<file path="config.mk">
export PLATFORM = sky130hd
export DESIGN_NAME = axi4_lite_write_slave_responder
export DESIGN_NICKNAME = d
export VERILOG_FILES = /design/src/rtl/axi4_lite_write_slave_responder_pkg.sv /design/src/rtl/axi4_lite_write_slave_responder_regbank.sv /design/src/rtl/axi4_lite_write_slave_responder.sv
export SDC_FILE = /design/constraint.sdc
export NUM_CORES = 1
export LEC_CHECK = 0
export ABC_AREA = 0
export BUFFER_PORTS_ARGS = -buffer_cell sky130_fd_sc_hd__buf_2
export CORE_ASPECT_RATIO = 0.7
export CORE_MARGIN = 8
export CORE_UTILIZATION = 61
export DETAILED_ROUTE_END_ITERATION = 6
export HOLD_SLACK_MARGIN = 0.06
export PLACE_DENSITY = 0.83
export SYNTH_ARGS = -nofsm -noshare
export SYNTH_HDL_FRONTEND = slang
export SYNTH_SLANG_ARGS = --single-unit
</file>
<file path="constraint.sdc">
create_clock -name aclk -period 2.7 [get_ports aclk]
set_input_delay 0.27 -clock aclk [delete_from_list [all_inputs] [get_ports aclk]]
set_output_delay 0.27 -clock aclk [all_outputs]
set_load 0.05 [all_outputs]
</file>
<file path="src/rtl/axi4_lite_write_slave_responder_pkg.sv">
// Shared write-side package for the AXI4-Lite write master and slave.
// Holds the default bus widths, the write-response encoding, the write
// FSM state encoding and a saturating counter helper.
package axi4_lite_write_slave_responder_pkg;

    localparam int AXI_ADDR_WIDTH = 32;
    localparam int AXI_DATA_WIDTH = 32;

    typedef enum logic [1:0] {
        OKAY   = 2'b00,
        EXOKAY = 2'b01,
        SLVERR = 2'b10,
        DECERR = 2'b11
    } bresp_e;

    typedef enum logic [1:0] {
        IDLE   = 2'b00,
        GOT_AW = 2'b01,
        GOT_W  = 2'b10,
        RESP   = 2'b11
    } wr_state_e;

    // Increment that sticks at all-ones instead of wrapping to zero.
    function automatic logic [15:0] sat_inc16(input logic [15:0] value);
        logic [15:0] result;
        if (value == 16'hFFFF) begin
            result = 16'hFFFF;
        end else begin
            result = value + 16'd1;
        end
        return result;
    endfunction

endpackage

</file>
<file path="src/rtl/axi4_lite_write_slave_responder_regbank.sv">
// Byte-strobed register bank for the AXI4-Lite write slave.
// One synchronous write port with per-byte strobes and one asynchronous
// read port. All words clear while rst is high; no write happens on a
// reset edge.
module axi4_lite_write_regbank #(
    parameter int DATA_WIDTH = 32,
    parameter int DEPTH      = 16,
    parameter int IDX_W      = (DEPTH > 1) ? $clog2(DEPTH) : 1,
    parameter int STRB_W     = DATA_WIDTH / 8
) (
    input  logic              clk,
    input  logic              rst,
    input  logic              we,
    input  logic [IDX_W-1:0]  wr_index,
    input  logic [DATA_WIDTH-1:0] wr_data,
    input  logic [STRB_W-1:0] wr_strb,
    input  logic [IDX_W-1:0]  rd_index,
    output logic [DATA_WIDTH-1:0] rd_data
);

    logic [DATA_WIDTH-1:0] mem_r [DEPTH];

    // Replace the strobed bytes of old_word with the matching bytes of new_word.
    function automatic logic [DATA_WIDTH-1:0] merge_bytes(
        input logic [DATA_WIDTH-1:0] old_word,
        input logic [DATA_WIDTH-1:0] new_word,
        input logic [STRB_W-1:0]     strb
    );
        logic [DATA_WIDTH-1:0] result;
        result = old_word;
        for (int i = 0; i < STRB_W; i++) begin
            if (strb[i]) begin
                result[i*8 +: 8] = new_word[i*8 +: 8];
            end else begin
                result[i*8 +: 8] = old_word[i*8 +: 8];
            end
        end
        return result;
    endfunction

    // Bank storage: clear on reset, byte-merge on write enable.
    always_ff @(posedge clk) begin
        if (rst) begin
            for (int i = 0; i < DEPTH; i++) begin
                mem_r[i] <= {DATA_WIDTH{1'b0}};
            end
        end else if (we) begin
            mem_r[wr_index] <= merge_bytes(mem_r[wr_index], wr_data, wr_strb);
        end
    end

    assign rd_data = mem_r[rd_index];

endmodule

</file>
<file path="src/rtl/axi4_lite_write_slave_responder.sv">
// AXI4-Lite write-only slave with a small byte-strobed register bank.
// Accepts AW and W in either order or together, commits the write on the
// edge the second of the two arrives, then holds B until bready.
// Optional macro AXI4LITE_WRITE_SLAVE_ADDR_CHECK_EN enables DECERR for
// out-of-range and SLVERR for misaligned addresses; without it every
// write returns OKAY and the word index wraps modulo DEPTH.
module axi4_lite_write_slave_responder
    import axi4_lite_write_slave_responder_pkg::*;
#(
    parameter int ADDRESS_WIDTH = AXI_ADDR_WIDTH,
    parameter int DATA_WIDTH    = AXI_DATA_WIDTH,
    parameter logic [ADDRESS_WIDTH-1:0] MIN_ADDRESS = 32'h0000_0000,
    parameter int DEPTH         = 16,
    localparam int IDX_W        = (DEPTH > 1) ? $clog2(DEPTH) : 1,
    localparam int STRB_W       = DATA_WIDTH / 8
) (
    input  logic                     aclk,
    input  logic                     areset,
    input  logic [ADDRESS_WIDTH-1:0] awaddr,
    input  logic [2:0]               awprot,
    input  logic                     awvalid,
    output logic                     awready,
    input  logic [DATA_WIDTH-1:0]    wdata,
    input  logic [STRB_W-1:0]        wstrb,
    input  logic                     wvalid,
    output logic                     wready,
    output logic [1:0]               bresp,
    output logic                     bvalid,
    input  logic                     bready,
    input  logic [IDX_W-1:0]         rd_index,
    output logic [DATA_WIDTH-1:0]    rd_data,
    output logic [15:0]              wr_count
);

    localparam int ADDR_LSB = $clog2(STRB_W);
    localparam logic [ADDRESS_WIDTH:0]   BANK_BYTES = (ADDRESS_WIDTH+1)'(DEPTH * STRB_W);
    localparam logic [ADDRESS_WIDTH-1:0] DEPTH_A    = ADDRESS_WIDTH'(DEPTH);

    wr_state_e                state_r;
    wr_state_e                next_s;
    logic [ADDRESS_WIDTH-1:0] awaddr_r;
    logic [DATA_WIDTH-1:0]    wdata_r;
    logic [STRB_W-1:0]        wstrb_r;
    bresp_e                   bresp_r;
    logic [15:0]              wr_count_r;

    logic                     awready_s;
    logic                     wready_s;
    logic                     aw_hs_s;
    logic                     w_hs_s;
    logic                     commit_s;
    logic                     we_s;
    logic [ADDRESS_WIDTH-1:0] cur_addr_s;
    logic [DATA_WIDTH-1:0]    cur_data_s;
    logic [STRB_W-1:0]        cur_strb_s;
    logic [ADDRESS_WIDTH-1:0] off_s;
    logic [ADDRESS_WIDTH-1:0] word_s;
    logic [IDX_W-1:0]         idx_s;
    bresp_e                   resp_s;
    logic                     unused_prot_s;

    // Channel readiness decoded from the state; both closed while in reset.
    always_comb begin
        awready_s = 1'b0;
        wready_s  = 1'b0;
        if (areset) begin
            awready_s = 1'b0;
            wready_s  = 1'b0;
        end else begin
            case (state_r)
                IDLE: begin
                    awready_s = 1'b1;
                    wready_s  = 1'b1;
                end
                GOT_AW:  wready_s  = 1'b1;
                GOT_W:   awready_s = 1'b1;
                RESP:    awready_s = 1'b0;
                default: awready_s = 1'b0;
            endcase
        end
    end

    assign aw_hs_s = awvalid & awready_s;
    assign w_hs_s  = wvalid & wready_s;

    // Next-state logic; RESP is left only through the B handshake.
    always_comb begin
        next_s = state_r;
        case (state_r)
            IDLE: begin
                if (aw_hs_s && w_hs_s) begin
                    next_s = RESP;
                end else if (aw_hs_s) begin
                    next_s = GOT_AW;
                end else if (w_hs_s) begin
                    next_s = GOT_W;
                end else begin
                    next_s = IDLE;
                end
            end
            GOT_AW: begin
                if (w_hs_s) begin
                    next_s = RESP;
                end else begin
                    next_s = GOT_AW;
                end
            end
            GOT_W: begin
                if (aw_hs_s) begin
                    next_s = RESP;
                end else begin
                    next_s = GOT_W;
                end
            end
            RESP: begin
                if (bready) begin
                    next_s = IDLE;
                end else begin
                    next_s = RESP;
                end
            end
            default: next_s = IDLE;
        endcase
    end

    // The commit edge may carry AW or W live, so bypass the holding registers.
    assign cur_addr_s = aw_hs_s ? awaddr : awaddr_r;
    assign cur_data_s = w_hs_s ? wdata : wdata_r;
    assign cur_strb_s = w_hs_s ? wstrb : wstrb_r;
    assign commit_s   = (state_r != RESP) && (next_s == RESP);

    // Address decode into a word index and the response code for this write.
    always_comb begin
        off_s  = cur_addr_s - MIN_ADDRESS;
        word_s = off_s >> ADDR_LSB;
        idx_s  = IDX_W'(word_s % DEPTH_A);
`ifdef AXI4LITE_WRITE_SLAVE_ADDR_CHECK_EN
        if ((cur_addr_s < MIN_ADDRESS) || ({1'b0, off_s} >= BANK_BYTES)) begin
            resp_s = DECERR;
        end else if (off_s[ADDR_LSB-1:0] != {ADDR_LSB{1'b0}}) begin
            resp_s = SLVERR;
        end else begin
            resp_s = OKAY;
        end
`else
        resp_s = OKAY;
`endif
    end

    assign we_s = commit_s && (resp_s == OKAY);

    // State, holding registers, latched response and the write counter.
    always_ff @(posedge aclk) begin
        if (areset) begin
            state_r    <= IDLE;
            awaddr_r   <= {ADDRESS_WIDTH{1'b0}};
            wdata_r    <= {DATA_WIDTH{1'b0}};
            wstrb_r    <= {STRB_W{1'b0}};
            bresp_r    <= OKAY;
            wr_count_r <= 16'h0000;
        end else begin
            state_r <= next_s;
            if (aw_hs_s) begin
                awaddr_r <= awaddr;
            end
            if (w_hs_s) begin
                wdata_r <= wdata;
                wstrb_r <= wstrb;
            end
            if (commit_s) begin
                bresp_r <= resp_s;
            end
            if (we_s) begin
                wr_count_r <= sat_inc16(wr_count_r);
            end
        end
    end

    axi4_lite_write_regbank #(
        .DATA_WIDTH (DATA_WIDTH),
        .DEPTH      (DEPTH),
        .IDX_W      (IDX_W),
        .STRB_W     (STRB_W)
    ) u_regbank (
        .clk      (aclk),
        .rst      (areset),
        .we       (we_s),
        .wr_index (idx_s),
        .wr_data  (cur_data_s),
        .wr_strb  (cur_strb_s),
        .rd_index (rd_index),
        .rd_data  (rd_data)
    );

    // Protection attributes carry no meaning for this register bank.
    assign unused_prot_s = ^awprot;

    assign awready  = awready_s;
    assign wready   = wready_s;
    assign bvalid   = (state_r == RESP);
    assign bresp    = bresp_r;
    assign wr_count = wr_count_r;

endmodule
</file>
Word-level counts from Yosys, hierarchy flattened:

Memory sizes are Yosys's and may differ from the RTL's.
Cells that the tools add are included.

* bits in registers: 60
* bits in latches: 0
* bits in writable memories: 512
* bits in read-only memories: 0
* bits of input ports: 80
* output and inout port bits: 53
* word-level logic and storage cells: 65
* memories: 1

* add/sub/neg operators: 1
* $mul: 0
* divide/modulo/power cells: 0
* magnitude comparators: 0
* eq/ne operators: 10
* shift-type cells: 0
* muxes and demuxes: 35
* bitwise operators: 2
* reductions and logical operators: 10

Memory list
* u_regbank.mem_r: words 16, width 32, rd ports 1, clocked after memory_dff 0, write ports 16, RTL line axi4_lite_write_slave_responder_regbank.sv:21 `logic [DATA_WIDTH-1:0] mem_r [DEPTH];`

Operators with widths (number)
* 8-bit two-way mux: 12
* 32-bit two-way mux: 2
* 32-bit OR reduction: 1
* 16-bit by 1-bit adder with 16-bit output, second input constant: 1
* 16-bit equality test, second input constant: 1
* 16-bit two-way mux: 1
* 4-bit two-way mux: 3
* 3-bit inequality test, second input constant: 4
* 1-bit two-way mux: 10
* 2-bit two-way mux: 5
* 2-bit one-hot mux with 4 select lines: 1
* 2-bit AND reduction: 4
* 2-bit equality test, second input constant: 3
* 6-bit two-way mux: 1
* 2-bit OR reduction: 2
* 1-bit bitwise AND: 2
* 2-bit by 1-bit equality test with 1-bit output, second input constant: 1
* 1-bit logical AND: 2
* 2-bit zero test: 1
* 2-bit inequality test, second input constant: 1

Longest topological paths before layout:

Gate-level depths: netlist of run 1.

* word-level depth: 17
* gate-level depth with buffers: 8
* mapped depth without buffers: 5

Modules after synthesis:

Synthesis of run 1 repeated with hierarchy kept, for this count alone.

* cells, all modules: 1757
* area, all modules: 24902.6 µm²

Modules (own cells, without submodules)
* axi4_lite_write_regbank: instances 1, cells each 1526, area each 22298.9 µm², sequential area each 15374.7 µm²
* axi4_lite_write_slave_responder: instances 1, cells each 231, area each 2603.7 µm², sequential area each 1161.1 µm²

Worst setup path after synthesis of run 1:

Ideal clock, no wire load.

* path type: register -> register
* from: register state_r[0]
* to: memory u_regbank.mem_r[5][16] (enable)
* library setup time: 0.334 ns
* data arrival time: 2.060 ns
* path slack: 0.305 ns
* stages on the path, launching flop included: 9
* path buffers: 3
* period minus slack after synthesis: 2.395 ns
* cell sequence: dfxtp_1 > nor3b_1 > buf_4 > mux2_2 > buf_2 > nor2_4 > buf_4 > nand3_2 > nand2b_1

RTL lines
* start: declaration: RTL line axi4_lite_write_slave_responder.sv:39 `wr_state_e state_r;`
* start signal: assignment: RTL line axi4_lite_write_slave_responder.sv:162 `state_r <= next_s;`
* end: declaration: RTL line axi4_lite_write_slave_responder_regbank.sv:21

==> results of run 1 <==
==> worst paths after layout <==
kind | start | end | cells after the start | slack (ps)
worst max register to register | state_r[0] | u_regbank.mem_r[13][3] | 7 | 80
worst min register to register | wdata_r[2] | wdata_r[2] | 2 | 500
worst min-delay path | awaddr[4] | awaddr_r[4] | 3 | 100
worst max-delay path | state_r[0] | u_regbank.mem_r[13][3] | 7 | 80
==> kinds of logic (layout without fill, tap and decap cells) <==
| kind of cell | after synthesis | after routing | share of synthesized area, % |
|---|---|---|---|
| simple gates | 731 | 731 | 13.64 |
| fa+ha+maj | 1 | 1 | 0.05061 |
| other cells | 1 | 2 | 0.01517 |
| mux | 205 | 205 | 16.42 |
| xor+xnor | 11 | 11 | 0.3898 |
| buf+inv | 110 | 355 | 1.995 |
| compound gates | 23 | 23 | 0.5821 |
| flops | 570 | 570 | 66.90 |
==> flip-flops by register name (all words and copies together) (netlist names) <==
register         flops
u_regbank.mem_r    512
wdata_r             32
wr_count            16
awaddr_r             4
state_r              2
wstrb_r              4
==> stage by stage <==
stage,power [W],utilization (%),cells
2_1_floorplan,0.01131,-,1653
3_3_place_gp,0.01188,67.22,2329
3_5_place_dp,0.01196,67.22,2329
4_1_cts,0.01933,71.73,2433
5_1_grt,0.01977,71.80,2433
6_report,0.01930,71.80,2433
==> layout make-up <==
type,count,area [um2]
Multi-Input combinational cell,973,7746
Clock buffer,79,1558
Sequential cell,570,16540
Fill cell,2357,11240
Timing Repair Buffer,252,1898
Clock inverter,19,177.7
Tap cell,535,669.4
Inverter,5,18.77
==> layout by cell type (no fill, tap or decap), types with 2 or more instances in the layout <==
cell           Yosys  layout
nor2_1           559     558
edfxtp_1         512     512
mux4_2           160     160
buf_4             10     131
buf_2             22      96
dfxtp_1           58      58
nand3_2           57      57
clkbuf_16          0      56
nand2b_1          65      54
mux2i_1           41      41
buf_12             0      18
clkbuf_1          68      16
nand2b_2           0      11
nand3_1           10      10
xnor2_1           10      10
clkinv_2           0      10
nor3_1            13       9
nand2_1            8       8
clkbuf_8           0       8
a21oi_1            7       7
nor2_2             6       6
dlygate4sd3_1      0       6
inv_1              5       5
o21ai_0            5       5
mux2_2             4       4
nor3_2             0       4
a31oi_1            4       4
nor4_1             3       3
clkinv_1           0       3
bufinv_16          0       3
nor2_4             1       2
a211oi_1           2       2
conb_1             1       2
inv_6              0       2
==> power by group through the flow <==
stage	sequential (W)	combinational [W]	clock (W)
after global routing	0.0100	0.00189	0.00787
after global placement	0.0101	0.00174	0
after CTS	0.00999	0.00181	0.00753
final	0.00999	0.00181	0.00751
after detailed placement	0.0102	0.00179	0
after floorplan	0.0101	0.00119	0
==> critical path: cells and delay by family (launching register included) <==
kind                   cells  cell delay, ps
buffers and inverters      2             470
DFF                        1             370
muxes                      1             460
and+or+nand+nor            4             940
==> per-layer routing <==
metal  share of wire (%)  vias to the layer above  global-route usage [%]
li1                    -                     6518                       -
met1                  38                     7794                   34.72
met2                  49                      919                   41.58
met3                  10                      113                   5.656
met4                 2.4                       12                   6.593
met5                0.17                        -                       0
==> cell usage after synthesis, types with 4 or more instances <==
master and instances:
nand3_1 10, nand3_2 57, inv_1 5, buf_4 10
edfxtp_1 512, nor2_1 559, nor3_1 13, nand2b_1 65
nand2_1 8, mux4_2 160, dfxtp_1 58, buf_2 22
a21oi_1 7, clkbuf_1 68, mux2i_1 41, xnor2_1 10
a31oi_1 4, nor2_2 6, mux2_2 4, o21ai_0 5
==> what timing repair did <==
item | 4_1_cts | 5_1_grt
hold buffers | 6 | 0
endpoints found under the hold margin | 6 | 0
setup endpoints to repair | 0 | 79
resized for setup | 0 | 11
==> results.sh, run 1 <==
export IMPL_root_buffer="clkbuf_16"
export IMPL_cts_tree="yes"
export IMPL_gp_congestion=0.8602
export IMPL_portBuffers=99
export IMPL_drive_above_1_share_pct=30.14
export IMPL_ios=133
export IMPL_synth_edf_count=512
export IMPL_nNetsFinal=1935
export IMPL_path_clk_slew_ps=70
export IMPL_grt_first_pass_wirelength_mm=92.00
export IMPL_crit_type="reg2reg"
export IMPL_grt_max_degree=79
export IMPL_die_h_um=184.4
export IMPL_cts_buffer_depth=3
export IMPL_drt_pre_antenna_iters=7
export IMPL_min_period_ps=2620
export IMPL_hold_viol_final=0
export IMPL_initial_core_util_pct=62.04
export IMPL_synth_ff_type="edfxtp_1"
export IMPL_finalSetupViolCount=0
export IMPL_avgSynthCellArea_um2=14.96
export IMPL_cts_htree_levels=2
export IMPL_detail_route_antenna_nets=0
export IMPL_fin_ws_ps=79.88
export IMPL_sw_frac_of_total_pct=23.28
export IMPL_fmax_ghz=0.3817
export IMPL_synth_async_reset_ratio_pct=0
export IMPL_worstPathMaxFanout=8
export IMPL_post_dp_cell_area_mm2=0.02678
export IMPL_crit_path_cell_trace="nor3b_1 > buf_4 > mux2_2 > nor2_4 > buf_4 > nand3_2 > nand2b_1"
export IMPL_rsz0062_at_grt="false"
export IMPL_leakagePower_nw=9.796
export IMPL_route_detailed_drc=0
export IMPL_post_cts_buffers=0
export IMPL_finClkSkew_ps=25.56
export IMPL_wl_per_cell_um=24.79
export IMPL_synth_top_area_share_pct=62.21
export IMPL_finalSetupTns_ps=0
export IMPL_core_rowCount=61
export IMPL_pre_cts_ws_ps=87.28
export IMPL_grt_pass1_vias=15270
export IMPL_coreArea_mm2=0.03984
export IMPL_grt_total_usage_pct=25.38
export IMPL_intPower_w=0.01481
export IMPL_die_w_um=256.6
export IMPL_first_iter_violations=2142
export IMPL_powerDensity_mw_per_mm2=674.8
export IMPL_power_switching_w=0.004493
export IMPL_slowest_stage="mux2_2"
export IMPL_via_per_inst=6.312
export IMPL_cts_made_buffers=52
export IMPL_clkPwrFrac_pct=38.9
export IMPL_outcome="completed"
export IMPL_critical_path_required_ps=2930
export IMPL_ir_drop_v=0.0005833
export IMPL_finalMaxSlewViolations=0
export IMPL_vias=15360
export IMPL_synth_seq_area_share_pct=66.90
export IMPL_grt_antenna_before_repair=6
export IMPL_power_frac_seq_pct=51.7
export IMPL_die_area_mm2=0.04732
export IMPL_clk_insertion_delay_late_ps=600
export IMPL_slew_headroom_pct=53.66
export IMPL_overflow=0
export IMPL_min_period_over_period_pct=97.04
export IMPL_cpMostUsedCell="buf_4"
export IMPL_ys_seq_elements=570
export IMPL_slowest_delay_ps=460
export IMPL_hpwl_mm=39.15
export IMPL_clock_sinks=570
export IMPL_max_cap_viol_count=0
export IMPL_netlist_top_cells_area="edfxtp_1, mux4_2, nor2_1"
export IMPL_hold_class="in2reg"
export IMPL_synthCells=1652
export IMPL_endpoint_kind="flop"
export IMPL_crit_arrival_ps=2850
export IMPL_pwr_share_comb_pct=9.4
export IMPL_whs_ps=103.3
export IMPL_start_kind="flop"
export IMPL_yosys_warnings=0
export IMPL_worst_pin_slew_ps=694.4
export IMPL_final_cell_area_mm2=0.02860
export IMPL_yosysUniqueCellTypes=42
export IMPL_antenna_cells=0
export IMPL_wl_mm=60.32
export IMPL_syn_area_mm2=0.02472
export IMPL_yosys_area_top_type="edfxtp_1"
export IMPL_area_growth_pct=15.73
(Power assumes the default switching activity.)
==> run 2, diff against run 1 <==
- CTS_BUF_LIST: unset -> sky130_fd_sc_hd__clkbuf_16
==> run 2 against run 1 <==
  * Final cell count did not move
  * Total power fell by 1.4%
  * Hold slack got worse by 1.8 ps
  * Largest cell class unchanged
  * Routed wire length fell by 0.34%
  * Critical path type unchanged
  * Global-route usage barely moved
==> results.sh, run 2 (synthesis results as in run 1) <==
export IMPL_portBuffers=99
export IMPL_layout_commonest_cell="nor2_1"
export IMPL_wl_mm=60.12
export IMPL_hpwl_mm=39.15
export IMPL_pwr_share_comb_pct=9.5
export IMPL_overflow=0
export IMPL_regMostFlops="u_regbank.mem_r"
export IMPL_power_frac_seq_pct=52.5
export IMPL_cts_tree="yes"
export IMPL_first_iter_violations=2105
export IMPL_path_clk_slew_ps=70
export IMPL_top_layer_used="met5"
export IMPL_start_kind="flop"
export IMPL_powerDensity_mw_per_mm2=667.2
export IMPL_vias=15320
export IMPL_crit_type="reg2reg"
export IMPL_ios=133
export IMPL_outcome="completed"
export IMPL_r2r_start="state_r[0]"
export IMPL_initial_core_util_pct=62.04
export IMPL_endpoint_kind="flop"
export IMPL_post_dp_cell_area_mm2=0.02678
export IMPL_power_switching_w=0.004490
export IMPL_drive_above_1_share_pct=29.82
export IMPL_worst_pin_slew_ps=698.1
export IMPL_grt_first_pass_wirelength_mm=91.91
export IMPL_via_per_inst=6.298
export IMPL_wl_met1_mm=22.70
export IMPL_clk_insertion_delay_late_ps=590
export IMPL_finalMaxSlewViolations=0
export IMPL_intPower_w=0.01455
export IMPL_critical_path_required_ps=2930
export IMPL_route_detailed_drc=0
export IMPL_grt_antenna_before_repair=5
export IMPL_finalSetupTns_ps=0
export IMPL_max_cap_viol_count=0
export IMPL_antenna_cells=0
export IMPL_clkPwrFrac_pct=38.0
export IMPL_slew_headroom_pct=53.41
export IMPL_die_area_mm2=0.04732
export IMPL_worstPathMaxFanout=8
export IMPL_nNetsFinal=1935
export IMPL_coreArea_mm2=0.03984
export IMPL_grt_max_degree=79
export IMPL_finClkSkew_ps=23.49
export IMPL_hold_class="in2reg"
export IMPL_sw_frac_of_total_pct=23.58
export IMPL_clock_sinks=570
export IMPL_die_w_um=256.6
export IMPL_fmax_ghz=0.3818
export IMPL_final_cell_area_mm2=0.02853
export IMPL_cts_buffer_depth=3
export IMPL_cts_made_buffers=52
export IMPL_rsz0062_at_grt="false"
export IMPL_largest_reg_flops=512
export IMPL_min_period_ps=2619
export IMPL_crit_start="state_r[0]"
export IMPL_finalSetupViolCount=0
export IMPL_cts_htree_levels=2
export IMPL_holdCritStartpoint="awaddr[4]"
export IMPL_grt_pass1_vias=15280
export IMPL_wl_met3_mm=6.374
export IMPL_ir_drop_v=0.0005900
export IMPL_layout_common_cells="nor2_1, edfxtp_1, mux4_2, buf_4, buf_2"
export IMPL_drt_pre_antenna_iters=5
export IMPL_detail_route_antenna_nets=0
export IMPL_crit_arrival_ps=2850
export IMPL_root_buffer="clkbuf_16"
export IMPL_post_cts_buffers=0
export IMPL_fill_cells=2381
export IMPL_wl_met2_mm=29.60
export IMPL_grt_total_usage_pct=25.36
export IMPL_leakagePower_nw=9.826
export IMPL_die_h_um=184.4
export IMPL_wl_per_cell_um=24.71
export IMPL_core_rowCount=61
export IMPL_min_period_over_period_pct=97.01
export IMPL_area_growth_pct=15.44
export IMPL_hold_viol_final=0
export IMPL_gp_congestion=0.8602
run 2: cell types whose count changed in the layout (fill, tap and decap cells not counted), sizes merged:
cell,change
clkbuf,-23
inv,+17
clkinv,+6
run 2: stage by stage:
step                utilization (%)  cells  hold slack [ps]  total power [W]  worst slack, ps
finish                        71.62   2433            101.6          0.01904            80.86
CTS                           71.55   2433            86.73          0.01907            85.63
detailed placement            67.22   2329            489.9          0.01196            87.28
global route                  71.62   2433            109.4          0.01950            5.185
floorplan                         -   1653            365.6          0.01131            305.2
global placement              67.22   2329            469.7          0.01188            210.1
run 2: power groups by stage:
stage                     sequential [W]  combinational (W)  clock (W)
after floorplan                   0.0101            0.00119          0
after detailed placement          0.0102            0.00179          0
final                            0.00999            0.00181    0.00724
after global placement            0.0101            0.00174          0
after global routing              0.0100            0.00189    0.00761
after CTS                        0.00999            0.00181    0.00727
run 2: per-layer routing:
layer,track usage [%],up-vias
met5,0,-
met4,6.299,10
met3,5.560,111
met2,41.56,961
met1,34.87,7724
li1,-,6518
run 2: worst paths after layout:
check	end	slack (ps)	cells after the start
hold / removal	awaddr_r[4]	100	3
setup reg to reg	u_regbank.mem_r[13][3]	80	7
hold reg to reg	wdata_r[2]	500	2
setup / recovery	u_regbank.mem_r[13][3]	80	7
run 2: cell type report:
type                            count  area, um2  share of cell area (%)
Multi-Input combinational cell    973       7746                   27.15
Clock buffer                       56       1401                   4.911
Sequential cell                   570      16540                   57.95
Inverter                            5      18.77                 0.06578
Clock inverter                     42      264.0                  0.9252
Tap cell                          535      669.4                   2.346
Timing Repair Buffer              252       1898                   6.652
run 2: repair_timing:
| action | 4_1_cts | 5_1_grt |
|---|---|---|
| hold buffers | 6 | 0 |
| setup endpoints to repair | 0 | 77 |
| hold endpoints to repair | 6 | 0 |
| resized for setup | 0 | 11 |
run 2: worst max-delay path, cell delays in order (launching register included):
cell	delay [ps]
dfxtp_1	370
nor3b_1	300
buf_4	250
mux2_2	460
nor2_4	160
buf_4	230
nand3_2	110
nand2b_1	380
==> run 3, diff against run 2 <==
- CORE_UTILIZATION: 61 -> 59
- PLACE_DENSITY: 0.83 -> 0.82
==> run 3 against run 2 <==
  * Routed wire length down 2.6%
  * Setup slack better by 13 ps
  * Global-route usage shrank 1.5 points
  * Largest power group unchanged
  * Sequential power about the same
  * Fmax rose by 0.49%
  * Register-to-register slack about the same
  * Non-clock buffer count fell by 4
  * Largest cell class unchanged
  * Total power down 1.0%
  * Die area grew 3.1%
  * First-iteration DRC count fell by 8.0%
  * Via count down 2.2%
  * Clock skew is 2.3 ps higher
==> results.sh, run 3 (synthesis results as in run 1) <==
export IMPL_cpMostUsedCell="buf_4"
export IMPL_layout_commonest_cell="nor2_1"
export IMPL_path_clk_slew_ps=60
export IMPL_drt_pre_antenna_iters=5
export IMPL_grt_max_degree=65
export IMPL_hpwl_mm=38.26
export IMPL_portBuffers=99
export IMPL_powerDensity_mw_per_mm2=662.0
export IMPL_ios=133
export IMPL_detail_route_antenna_nets=0
export IMPL_max_cap_viol_count=0
export IMPL_clock_sinks=570
export IMPL_drive_above_1_share_pct=29.27
export IMPL_final_cell_area_mm2=0.02847
export IMPL_slowest_delay_ps=410
export IMPL_slowest_stage="mux2_2"
export IMPL_cts_buffer_depth=3
export IMPL_worst_pin_slew_ps=744.7
export IMPL_initial_core_util_pct=60.00
export IMPL_post_dp_cell_area_mm2=0.02678
export IMPL_via_per_inst=6.145
export IMPL_regMostFlops="u_regbank.mem_r"
export IMPL_crit_path_cell_trace="nor3b_1 > buf_4 > mux2_2 > nor3_2 > buf_4 > nand3_2 > nand2b_1"
export IMPL_finalSetupViolCount=0
export IMPL_grt_first_pass_wirelength_mm=89.22
export IMPL_finalSetupTns_ps=0
export IMPL_overflow=0
export IMPL_gp_congestion=0.8154
export IMPL_core_rowCount=62
export IMPL_grt_pass1_vias=15430
export IMPL_fmax_ghz=0.3837
export IMPL_first_iter_violations=1937
export IMPL_hold_viol_final=0
export IMPL_cts_htree_levels=2
export IMPL_leakagePower_nw=9.788
export IMPL_wl_per_cell_um=24.01
export IMPL_coreArea_mm2=0.04119
export IMPL_route_detailed_drc=0
export IMPL_final_util_pct=69.11
export IMPL_root_buffer="clkbuf_16"
export IMPL_min_period_ps=2606
export IMPL_min_period_over_period_pct=96.53
export IMPL_start_kind="flop"
export IMPL_vias=14990
export IMPL_pre_cts_ws_ps=162.3
export IMPL_fin_ws_ps=93.73
export IMPL_crit_arrival_ps=2830
export IMPL_die_w_um=260.6
export IMPL_slew_headroom_pct=50.30
export IMPL_clk_insertion_delay_late_ps=590
export IMPL_finalMaxSlewViolations=0
export IMPL_grt_antenna_before_repair=5
export IMPL_die_h_um=187.2
export IMPL_cts_made_buffers=52
export IMPL_critical_path_required_ps=2920
export IMPL_layout_common_cells="nor2_1, edfxtp_1, mux4_2, buf_4, buf_2"
export IMPL_crit_type="reg2reg"
export IMPL_nNetsFinal=1931
export IMPL_wl_mm=58.57
export IMPL_area_growth_pct=15.18
export IMPL_finClkSkew_ps=25.84
export IMPL_die_area_mm2=0.04880
export IMPL_worstPathMaxFanout=8
export IMPL_endpoint_kind="flop"
export IMPL_rsz0062_at_grt="false"
export IMPL_cts_tree="yes"
export IMPL_hold_class="in2reg"
export IMPL_grt_total_usage_pct=23.87
export IMPL_ir_drop_v=0.0005918
export IMPL_outcome="completed"
export IMPL_post_cts_buffers=0
export IMPL_largest_reg_flops=512
-- run 3: cell count changes in the layout (fill, tap and decap cells not counted), sizes merged --
| cell | before | now |
|---|---|---|
| clkinv | 20 | 17 |
| dlygate4sd3 | 6 | 5 |
| buf | 245 | 242 |
| clkinvlp | 0 | 2 |
| inv | 24 | 26 |
| diode | 0 | 2 |
| clkbuf | 57 | 55 |
-- run 3: what timing repair did --
item | in CTS | in global routing
setup endpoints to repair | 0 | 15
resized for setup | 0 | 2
endpoints found under the hold margin | 5 | 0
hold buffers | 5 | 0
-- run 3: metrics by stage --
stage               power, W  hold slack, ps  cells
finish               0.01885           109.2   2439
global route         0.01933           88.34   2438
CTS                  0.01890           77.16   2437
detailed placement   0.01194           470.6   2335
global placement     0.01187           464.9   2335
floorplan            0.01131           365.6   1653
-- run 3: final cells by class --
cell class / instances / area (um2)
diodes: 2 / 5.005
clock buffers: 54 / 1351
clock inverters: 43 / 275.3
fillers: 2601 / 12720
inverters: 5 / 18.77
multi-input cells: 973 / 7724
flip-flops and latches: 570 / 16540
well taps: 544 / 680.7
repair buffers: 248 / 1878
-- run 3: final timing paths --
check / startpoint / endpoint / slack [ps] / depth (start not counted)
setup / recovery: state_r[0] / u_regbank.mem_r[2][12] / 90 / 7
hold / removal: areset / state_r[1] / 110 / 3
setup reg to reg: state_r[0] / u_regbank.mem_r[2][12] / 90 / 7
hold reg to reg: wdata_r[29] / wdata_r[29] / 510 / 2
-- run 3: layer usage --
metal	GRT usage [%]	routed length [um]	part of all wire [%]	vias to the layer above
met5	0	38	0.065	-
met4	7.468	1638	2.8	6
met2	39.42	28980	49	797
li1	-	-	-	6495
met1	31.65	22190	38	7572
met3	5.162	5726	9.8	118
-- run 3: worst max-delay path, delay by kind of cell, from the launching register on --
kind | cells | cell delay (ps)
buf+inv | 2 | 500
flops | 1 | 350
mux | 1 | 410
simple gates | 4 | 960
-- run 3: report_power, final --
part	internal, W	leakage (nW)	switching (W)
registers	0.00988	5.74	0.0000984
logic	0.000642	3.18	0.00115
clock network	0.00390	0.869	0.00317
